==> config.mk <==
export PLATFORM = sky130hd
export DESIGN_NAME = vjtag_tap_flat
export DESIGN_NICKNAME = d
export VERILOG_FILES = /design/src/rtl/vjtag_tap_if.sv /design/src/rtl/vjtag_tap.sv /design/src/flat_wrapper.sv
export SDC_FILE = /design/constraint.sdc
export NUM_CORES = 1
export LEC_CHECK = 0
export ABC_CLOCK_PERIOD_IN_PS = 2700
export BUFFER_PORTS_ARGS = -buffer_cell sky130_fd_sc_hd__buf_2
export CAP_MARGIN = 30
export CORE_ASPECT_RATIO = 0.75
export CORE_MARGIN = 5
export CORE_UTILIZATION = 46
export CTS_BUF_LIST = sky130_fd_sc_hd__clkbuf_2 sky130_fd_sc_hd__clkbuf_4 sky130_fd_sc_hd__clkbuf_8
export CTS_CLUSTER_SIZE = 8
export DETAILED_ROUTE_END_ITERATION = 10
export PLACE_DENSITY = 0.71
export SLEW_MARGIN = 10
export SYNTH_ARGS = -nofsm -noshare
export SYNTH_HDL_FRONTEND = slang
export SYNTH_SLANG_ARGS = --single-unit
==> constraint.sdc <==
create_clock -name clk -period 2.7 [get_ports clk]
set_input_delay 0.135 -clock clk [delete_from_list [all_inputs] [get_ports clk]]
set_output_delay 0.135 -clock clk [all_outputs]
set_load 0.005 [all_outputs]
==> src/rtl/vjtag_tap_if.sv <==
// ============================================================================
// vjtag_tap_if : JTAG pin and user-scan bundle for the vjtag_tap controller
// Revision     : 1.0
// ============================================================================
`default_nettype none
`timescale 1ns/1ps

interface vjtag_tap_if #(
  parameter int IR_LEN = 4
) ();
  logic              tck;
  logic              tms;
  logic              tdi;
  logic              user_tdo;
  logic              tdo;
  logic              tdo_enb;
  logic              tdi_r1;
  logic              tck_rise;
  logic              tck_fall;
  logic [3:0]        state;
  logic [IR_LEN-1:0] ir;
  logic              captureDR;
  logic              shiftDR;
  logic              updateDR;
  logic              captureIR;
  logic              shiftIR;
  logic              updateIR;
  logic              user_sel;
  logic              tlr;

  modport master (
    output tck, tms, tdi, user_tdo,
    input  tdo, tdo_enb, tdi_r1, tck_rise, tck_fall, state, ir,
           captureDR, shiftDR, updateDR, captureIR, shiftIR, updateIR,
           user_sel, tlr
  );

  modport slave (
    input  tck, tms, tdi, user_tdo,
    output tdo, tdo_enb, tdi_r1, tck_rise, tck_fall, state, ir,
           captureDR, shiftDR, updateDR, captureIR, shiftIR, updateIR,
           user_sel, tlr
  );
endinterface

`default_nettype wire

==> src/rtl/vjtag_tap.sv <==
// ============================================================================
// vjtag_tap : oversampled IEEE 1149.1 TAP with IR, BYPASS, IDCODE and USER DR
// Revision  : 1.0
// ============================================================================
`default_nettype none
`timescale 1ns/1ps

module vjtag_tap #(
  parameter int                IR_LEN       = 4,
  parameter logic [31:0]       IDCODE       = 32'h1000_0001,
  parameter logic [IR_LEN-1:0] IDCODE_INSTR = IR_LEN'(1),
  parameter logic [IR_LEN-1:0] USER_INSTR   = IR_LEN'(2),
  parameter int                SYNC_STAGES  = 2
) (
  input  logic        clk,
  input  logic        trst_n,
  vjtag_tap_if.slave  bus
);

  typedef enum logic [3:0] {
    TLR     = 4'hF, RTI     = 4'hC, SELDR   = 4'h7, CAPDR   = 4'h6,
    SHDR    = 4'h2, EX1DR   = 4'h1, PAUSEDR = 4'h3, EX2DR   = 4'h0,
    UPDDR   = 4'h5, SELIR   = 4'h4, CAPIR   = 4'hE, SHIR    = 4'hA,
    EX1IR   = 4'h9, PAUSEIR = 4'hB, EX2IR   = 4'h8, UPDIR   = 4'hD
  } tap_state_e;

  localparam logic [IR_LEN-1:0] IR_CAPTURE = IR_LEN'(1);

  logic [SYNC_STAGES-1:0] sync_q, sync_d;
  logic                   hist_q, hist_d;
  tap_state_e             state_q, state_d, state_nxt;
  logic [IR_LEN-1:0]      ir_q, ir_d;
  logic [IR_LEN-1:0]      ir_sr_q, ir_sr_d;
  logic [31:0]            id_sr_q, id_sr_d;
  logic                   bypass_q, bypass_d;
  logic                   tdo_q, tdo_d;
  logic                   tdo_enb_q, tdo_enb_d;
  logic                   tdi_r1_q, tdi_r1_d;

  logic synced, tck_rise, tck_fall, id_sel, user_sel, dr_bit;

  assign synced   = sync_q[SYNC_STAGES-1];
  assign tck_rise = synced & ~hist_q;
  assign tck_fall = ~synced & hist_q;
  assign id_sel   = (ir_q == IDCODE_INSTR);
  assign user_sel = (ir_q == USER_INSTR) && !id_sel;
  assign dr_bit   = id_sel ? id_sr_q[0] : (user_sel ? bus.user_tdo : bypass_q);

  always_comb begin
    state_nxt = TLR;
    unique case (state_q)
      TLR:     state_nxt = bus.tms ? TLR   : RTI;
      RTI:     state_nxt = bus.tms ? SELDR : RTI;
      SELDR:   state_nxt = bus.tms ? SELIR : CAPDR;
      CAPDR:   state_nxt = bus.tms ? EX1DR : SHDR;
      SHDR:    state_nxt = bus.tms ? EX1DR : SHDR;
      EX1DR:   state_nxt = bus.tms ? UPDDR : PAUSEDR;
      PAUSEDR: state_nxt = bus.tms ? EX2DR : PAUSEDR;
      EX2DR:   state_nxt = bus.tms ? UPDDR : SHDR;
      UPDDR:   state_nxt = bus.tms ? SELDR : RTI;
      SELIR:   state_nxt = bus.tms ? TLR   : CAPIR;
      CAPIR:   state_nxt = bus.tms ? EX1IR : SHIR;
      SHIR:    state_nxt = bus.tms ? EX1IR : SHIR;
      EX1IR:   state_nxt = bus.tms ? UPDIR : PAUSEIR;
      PAUSEIR: state_nxt = bus.tms ? EX2IR : PAUSEIR;
      EX2IR:   state_nxt = bus.tms ? UPDIR : SHIR;
      UPDIR:   state_nxt = bus.tms ? SELDR : RTI;
      default: state_nxt = TLR;
    endcase
  end

  // Register actions act on the state held before this TCK edge is applied.
  always_comb begin
    sync_d    = {sync_q[SYNC_STAGES-2:0], bus.tck};
    hist_d    = synced;
    state_d   = state_q;
    ir_d      = ir_q;
    ir_sr_d   = ir_sr_q;
    id_sr_d   = id_sr_q;
    bypass_d  = bypass_q;
    tdo_d     = tdo_q;
    tdo_enb_d = tdo_enb_q;
    tdi_r1_d  = tdi_r1_q;

    if (tck_rise) begin
      state_d  = state_nxt;
      tdi_r1_d = bus.tdi;
      case (state_q)
        CAPIR: ir_sr_d = IR_CAPTURE;
        SHIR:  ir_sr_d = {bus.tdi, ir_sr_q[IR_LEN-1:1]};
        CAPDR: begin
          bypass_d = 1'b0;
          if (id_sel) id_sr_d = IDCODE;
        end
        SHDR: begin
          bypass_d = bus.tdi;
          if (id_sel) id_sr_d = {bus.tdi, id_sr_q[31:1]};
        end
        default: ;
      endcase
    end

    if (tck_fall) begin
      if (state_q == UPDIR) ir_d = ir_sr_q;
      if (state_q == SHIR)
        tdo_d = ir_sr_q[0];
      else if (state_q == SHDR)
        tdo_d = dr_bit;
      tdo_enb_d = (state_q == SHIR) || (state_q == SHDR);
    end

    if (state_q == TLR) ir_d = IDCODE_INSTR;
  end

  always_ff @(posedge clk) begin
    if (!trst_n) begin
      sync_q    <= '0;
      hist_q    <= 1'b0;
      state_q   <= TLR;
      ir_q      <= IDCODE_INSTR;
      ir_sr_q   <= '0;
      id_sr_q   <= '0;
      bypass_q  <= 1'b0;
      tdo_q     <= 1'b0;
      tdo_enb_q <= 1'b0;
      tdi_r1_q  <= 1'b0;
    end else begin
      sync_q    <= sync_d;
      hist_q    <= hist_d;
      state_q   <= state_d;
      ir_q      <= ir_d;
      ir_sr_q   <= ir_sr_d;
      id_sr_q   <= id_sr_d;
      bypass_q  <= bypass_d;
      tdo_q     <= tdo_d;
      tdo_enb_q <= tdo_enb_d;
      tdi_r1_q  <= tdi_r1_d;
    end
  end

  assign bus.tdo       = tdo_q;
  assign bus.tdo_enb   = tdo_enb_q;
  assign bus.tdi_r1    = tdi_r1_q;
  assign bus.tck_rise  = tck_rise;
  assign bus.tck_fall  = tck_fall;
  assign bus.state     = state_q;
  assign bus.ir        = ir_q;
  assign bus.captureDR = (state_q == CAPDR);
  assign bus.shiftDR   = (state_q == SHDR);
  assign bus.updateDR  = (state_q == UPDDR);
  assign bus.captureIR = (state_q == CAPIR);
  assign bus.shiftIR   = (state_q == SHIR);
  assign bus.updateIR  = (state_q == UPDIR);
  assign bus.user_sel  = user_sel;
  assign bus.tlr       = (state_q == TLR);

endmodule

`default_nettype wire

==> src/flat_wrapper.sv <==
// flat-port wrapper written by rule: the top's interface ports become plain ports
module vjtag_tap_flat 
#(
  parameter int                IR_LEN       = 4,
  parameter logic [31:0]       IDCODE       = 32'h1000_0001,
  parameter logic [IR_LEN-1:0] IDCODE_INSTR = IR_LEN'(1),
  parameter logic [IR_LEN-1:0] USER_INSTR   = IR_LEN'(2),
  parameter int                SYNC_STAGES  = 2
)
  (clk, trst_n, bus_tck, bus_tms, bus_tdi, bus_user_tdo, bus_tdo, bus_tdo_enb, bus_tdi_r1, bus_tck_rise, bus_tck_fall, bus_state, bus_ir, bus_captureDR, bus_shiftDR, bus_updateDR, bus_captureIR, bus_shiftIR, bus_updateIR, bus_user_sel, bus_tlr);
  vjtag_tap_if #(.IR_LEN(IR_LEN)) bus_i ();
  input  logic clk;
  input  logic trst_n;
  input wire logic [$bits(bus_i.tck)-1:0] bus_tck;
  input wire logic [$bits(bus_i.tms)-1:0] bus_tms;
  input wire logic [$bits(bus_i.tdi)-1:0] bus_tdi;
  input wire logic [$bits(bus_i.user_tdo)-1:0] bus_user_tdo;
  output wire logic [$bits(bus_i.tdo)-1:0] bus_tdo;
  output wire logic [$bits(bus_i.tdo_enb)-1:0] bus_tdo_enb;
  output wire logic [$bits(bus_i.tdi_r1)-1:0] bus_tdi_r1;
  output wire logic [$bits(bus_i.tck_rise)-1:0] bus_tck_rise;
  output wire logic [$bits(bus_i.tck_fall)-1:0] bus_tck_fall;
  output wire logic [$bits(bus_i.state)-1:0] bus_state;
  output wire logic [$bits(bus_i.ir)-1:0] bus_ir;
  output wire logic [$bits(bus_i.captureDR)-1:0] bus_captureDR;
  output wire logic [$bits(bus_i.shiftDR)-1:0] bus_shiftDR;
  output wire logic [$bits(bus_i.updateDR)-1:0] bus_updateDR;
  output wire logic [$bits(bus_i.captureIR)-1:0] bus_captureIR;
  output wire logic [$bits(bus_i.shiftIR)-1:0] bus_shiftIR;
  output wire logic [$bits(bus_i.updateIR)-1:0] bus_updateIR;
  output wire logic [$bits(bus_i.user_sel)-1:0] bus_user_sel;
  output wire logic [$bits(bus_i.tlr)-1:0] bus_tlr;
  assign bus_i.tck = bus_tck;
  assign bus_i.tms = bus_tms;
  assign bus_i.tdi = bus_tdi;
  assign bus_i.user_tdo = bus_user_tdo;
  assign bus_tdo = bus_i.tdo;
  assign bus_tdo_enb = bus_i.tdo_enb;
  assign bus_tdi_r1 = bus_i.tdi_r1;
  assign bus_tck_rise = bus_i.tck_rise;
  assign bus_tck_fall = bus_i.tck_fall;
  assign bus_state = bus_i.state;
  assign bus_ir = bus_i.ir;
  assign bus_captureDR = bus_i.captureDR;
  assign bus_shiftDR = bus_i.shiftDR;
  assign bus_updateDR = bus_i.updateDR;
  assign bus_captureIR = bus_i.captureIR;
  assign bus_shiftIR = bus_i.shiftIR;
  assign bus_updateIR = bus_i.updateIR;
  assign bus_user_sel = bus_i.user_sel;
  assign bus_tlr = bus_i.tlr;
  vjtag_tap #(.IR_LEN(IR_LEN), .IDCODE(IDCODE), .IDCODE_INSTR(IDCODE_INSTR), .USER_INSTR(USER_INSTR), .SYNC_STAGES(SYNC_STAGES)) u_core (.clk(clk), .trst_n(trst_n), .bus(bus_i));
endmodule
# == After elaboration in Yosys (flattened, before gate mapping) ==
# Index checks and enable logic that the tools add are counted.
# Widths: inputs -> output; s select.
# op_classes
eq_ne,19
n_mux,22
bitwise_logic,5
reduce_logical,16
# op_table
cell,count
$mux 32,2
$pmux 32 s2,1
$pmux 4 s12,1
$eq 4x4->1 const B,8
$eq 4x3->1 const B,4
$eq 4x2->1 const B,3
$mux 2,6
$mux 3,4
$eq 4x1->1 const B,2
$pmux 4 s2,1
$reduce_and 2->1,4
$reduce_bool 2->1,3
$reduce_or 2->1,3
$mux 1,5
$logic_not 4->1,1
$mux 4,1
$ne 2x1->1 const B,2
$reduce_and 4->1,1
$not 1->1,3
$reduce_or 3->1,1
$and 1x1->1,2
$pmux 1 s2,1
$logic_and 1x1->1,1
$logic_not 1->1,1
$logic_or 1x1->1,1
# totals
regBits,51
in_bits,6
out_inout_bits,21
wordCells,72

# == Longest topological paths before layout ==
# logic_depth
word_depth,7
depth_mapped,6
ltp_nobuf,5

# == Worst setup path before layout ==
# Ideal clock, no wire load.
# synth_timing
path_kind,register to register
start,reg u_core.ir_q[3] (netlist: u_core.bus.ir[3])
end,reg u_core.id_sr_q[0]
setup_time_ps,116
arrival_ps,1672
t_required_ps,2584
path_slack_ps,912
stages_incl_launch_ff,7
n_path_buf,2
synth_period_minus_slack_ps,1788
cell_sequence,dfxtp_1 -> or4b_1 -> buf_2 -> nor4_4 -> buf_6 -> nand3b_1 -> o211a_1
# synth_via
elab_chain_len,3
elab_cells_between_ends,4
classes_between,eq/ne (3); reduce/logical (1)
# synth_rtl
item,line_no,rtl
"start, declared",vjtag_tap.sv:32,"logic [IR_LEN-1:0] ir_q, ir_d;"
"start signal, assigned",vjtag_tap.sv:131,ir_q <= ir_d;
$eq 4x1->1 *,vjtag_tap.sv:45,assign id_sel = (ir_q == IDCODE_INSTR);
$ne 2x1->1 (no source line),--,
$reduce_and 4->1 (no source line) *,--,
"end signal, assigned",vjtag_tap.sv:133,id_sr_q <= id_sr_d;
"end, declared",vjtag_tap.sv:34,"logic [31:0] id_sr_q, id_sr_d;"
# Every way passes the cells marked *; elsewhere a longest branch is shown, timed or not.
# A chain may end at the register's enable or synchronous reset.

# == Worst setup path in the final report ==
# layout_timing
start,reg u_core.ir_q[3] (netlist: u_core.bus.ir[3])
end,reg u_core.id_sr_q[23]
# The elaborated chain is that of the path after synthesis.

==> out/metrics.yaml <==
job:
  maxCapViolCount: 0
clock_tree:
  insertion_delay_ns: 0.33
  cts_root_buffer: "clkbuf_8"
  clk_path_buf_depth: 2
  cts.htree.levels: 2
  ctsResizeCount: 0
  cts-hold-fix-buffers: 0
  cts_buffers: 5
  post_cts_buffers: 0
  cts_tree: "built"
  cts_sinks: 51
  path_clk_slew_ns: 0.11
run_status:
  status: "completed"
pwr:
  power.switching_w: 0.000319
  clkPwrFrac_pct: 39.6
  switching_share_pct: 23.0
  peakVddDrop_mv: 0.327
  seq_power_share_pct: 55.7
  leakage_nw: 0.943
  internal_power_w: 0.00107
  combPwrFrac_pct: 4.7
  powerDensity_nw_per_um2: 552
setup_path:
  path_cells: "or4b_1, nor4_4, buf_4, nand3_1, a21boi_1"
  critPathBufInv: 1
  cp.required_ns: 2.94
  cp_top_family: "simple AND/OR/NAND/NOR gates"
  critPathLaunchType: "flip-flop"
  slowest_stage: "or4b_1"
  path_max_fanout: 14
  arrival_ns: 2.32
  worstSetupPathType: "flip-flop to flip-flop"
  max_stage_delay_ns: 0.61
  critical_path.endpoint_type: "flip-flop"
placed_design:
  dpl_cell_area_sq_um: 2390
  io_buffers: 26
  dpl.hpwl_mm: 2.97
  place.gp.congestion: 0.823
timing:
  post-route-period-util_pct: 77.2
  maxSlewHeadroom_pct: 54.8
  worst_slew_pin_slew_ns: 0.677
  hold_viol: 0
  rsz0062_at_grt: "no"
  setup_viol_count_final: 0
  fin_crit_ns: 2.08
  fin_tns_setup_ns: 0
  finalMaxSlewViolations: 0
  fin_skew_ns: 0.0202
  clock.fmax_ghz: 0.480
synth:
  synth_area_leaders: "dfxtp_1 (45%), a21boi_1 (10%), nand3_1 (7.6%)"
  yosysSeqAreaShare_pct: 45.4
  synth_edf_count: 0
  synth_nets: 263
  yosys.area.top_type_share_pct: 45.4
  syn_area_sq_um: 2250
  ys.flop_type: "dfxtp_1"
  avgSynthCellArea_sq_um: 8.75
  post-synth-top-area-cell: "dfxtp_1"
  synthArstFlopShare_pct: 0
  syn_inst: 257
  ys_seq_elements: 51
  ys_types: 38
  yosysWarnings: 0
grt:
  track_usage_pct: 15.7
  grt_antenna_before_repair: 0
  grt_overflow: 0
  grt_max_degree: 34
  grt_pass1_vias: 1699
  grt_pass1_wl_mm: 8.31
drt:
  vias_per_cell: 5.78
  drt_iter0_markers: 187
  vias: 1930
  ant_nets: 0
  drc: 0
  wl_per_cell_um: 14.3
  wl_mm: 4.79
  drt_first_pass_iters: 4
layout:
  nets: 279
  drive_gt1_share_pct: 16.4
  layout_common_cells: "dfxtp_1 (51), nand3_1 (34), o21ai_0 (33)"
  mostFrequentLayoutCell: "dfxtp_1"
  antenna_cells: 0
  nFillCells: 443
  areaGrowthSynthToFinish_pct: 11.6
  post-route-cell-area_sq_um: 2510
hold_path:
  hold_class: "primary input to flip-flop"
die:
  die_y_um: 70.5
  die-area_sq_um: 6400
  io_pins: 27
  dieWidth_um: 90.7
  rows: 22
  core_sq_um: 4820
  initial_core_util_pct: 46.7
## per-layer routing
layer	up-vias	GRT usage (%)	part of all wire, %
li1	951	-	-
met1	923	23.4	49
met2	49	21.3	44
met3	7	4.89	6.0
met4	0	4.79	1.2
met5	-	0	0
## through the flow
stage / power (W) / instances / hold WS [ns] / utilization [%] / worst slack, ns
after global routing: 0.00144 / 334 / 0.0195 / 52.1 / 0.394
after CTS: 0.00140 / 334 / 0.00900 / 52.1 / 0.607
final: 0.00138 / 334 / 0.0184 / 52.1 / 0.616
after global placement: 0.000853 / 326 / 0.346 / 49.7 / 0.747
after detailed placement: 0.000852 / 326 / 0.349 / 49.7 / 0.668
after floorplan: 0.000828 / 257 / 0.262 / - / 0.912
## power by group through the flow
stage          Sequential (W)  Clock (W)  Combinational [W]
6_report             0.000771   0.000549          0.0000656
5_1_grt              0.000773   0.000593          0.0000715
4_1_cts              0.000771   0.000564          0.0000648
3_5_place_dp         0.000788          0          0.0000644
3_3_place_gp         0.000788          0          0.0000644
2_1_floorplan        0.000778          0          0.0000499
## registers in the layout, indices dropped and copies added (netlist names)
| register | cells |
|---|---|
| u_core.bus.tdi_r1 | 1 |
| u_core.bus.state | 4 |
| u_core.hist_q | 1 |
| u_core.bypass_q | 1 |
| u_core.id_sr_q | 32 |
| u_core.bus.tdo | 1 |
| u_core.bus.ir | 4 |
| u_core.bus.tdo_enb | 1 |
| u_core.ir_sr_q | 4 |
| u_core.sync_q | 2 |
## cell families (layout without fill, tap and decap cells)
group | after synthesis | after routing | share of synthesized area [%]
AO/OA/AOI/OAI | 86 | 86 | 25.1
buffers and inverters | 28 | 45 | 5.90
flip-flops | 51 | 51 | 45.4
multiplexers | 5 | 5 | 2.23
AND/OR/NAND/NOR | 87 | 87 | 21.4
## Yosys cell counts (5+ instances only)
cell / number
clkbuf_1: 16
mux2i_1: 5
nand2_1: 15
nand3_1: 34
a21boi_1: 30
nor2_1: 9
o21ai_0: 33
dfxtp_1: 51
## area by class of cell
type	instances	area, sq um	share of cell area (%)
Tap cell	60	75.1	2.99
Multi-Input combinational cell	178	1100	44.0
Clock buffer	5	68.8	2.74
Timing Repair Buffer	32	175	6.98
Clock inverter	3	46.3	1.85
Inverter	5	18.8	0.748
Sequential cell	51	1020	40.7
## path summary, 6_finish.rpt
path	startpoint	endpoint	slack, ns	cells past startpoint
hold reg to reg	u_core.sync_q[0]	u_core.sync_q[1]	0.45	1
setup / recovery	u_core.bus.ir[3]	u_core.id_sr_q[23]	0.62	5
hold / removal	bus_tck	u_core.sync_q[0]	0.02	2
setup reg to reg	u_core.bus.ir[3]	u_core.id_sr_q[23]	0.62	5
Power figures use the tool's default switching activity.
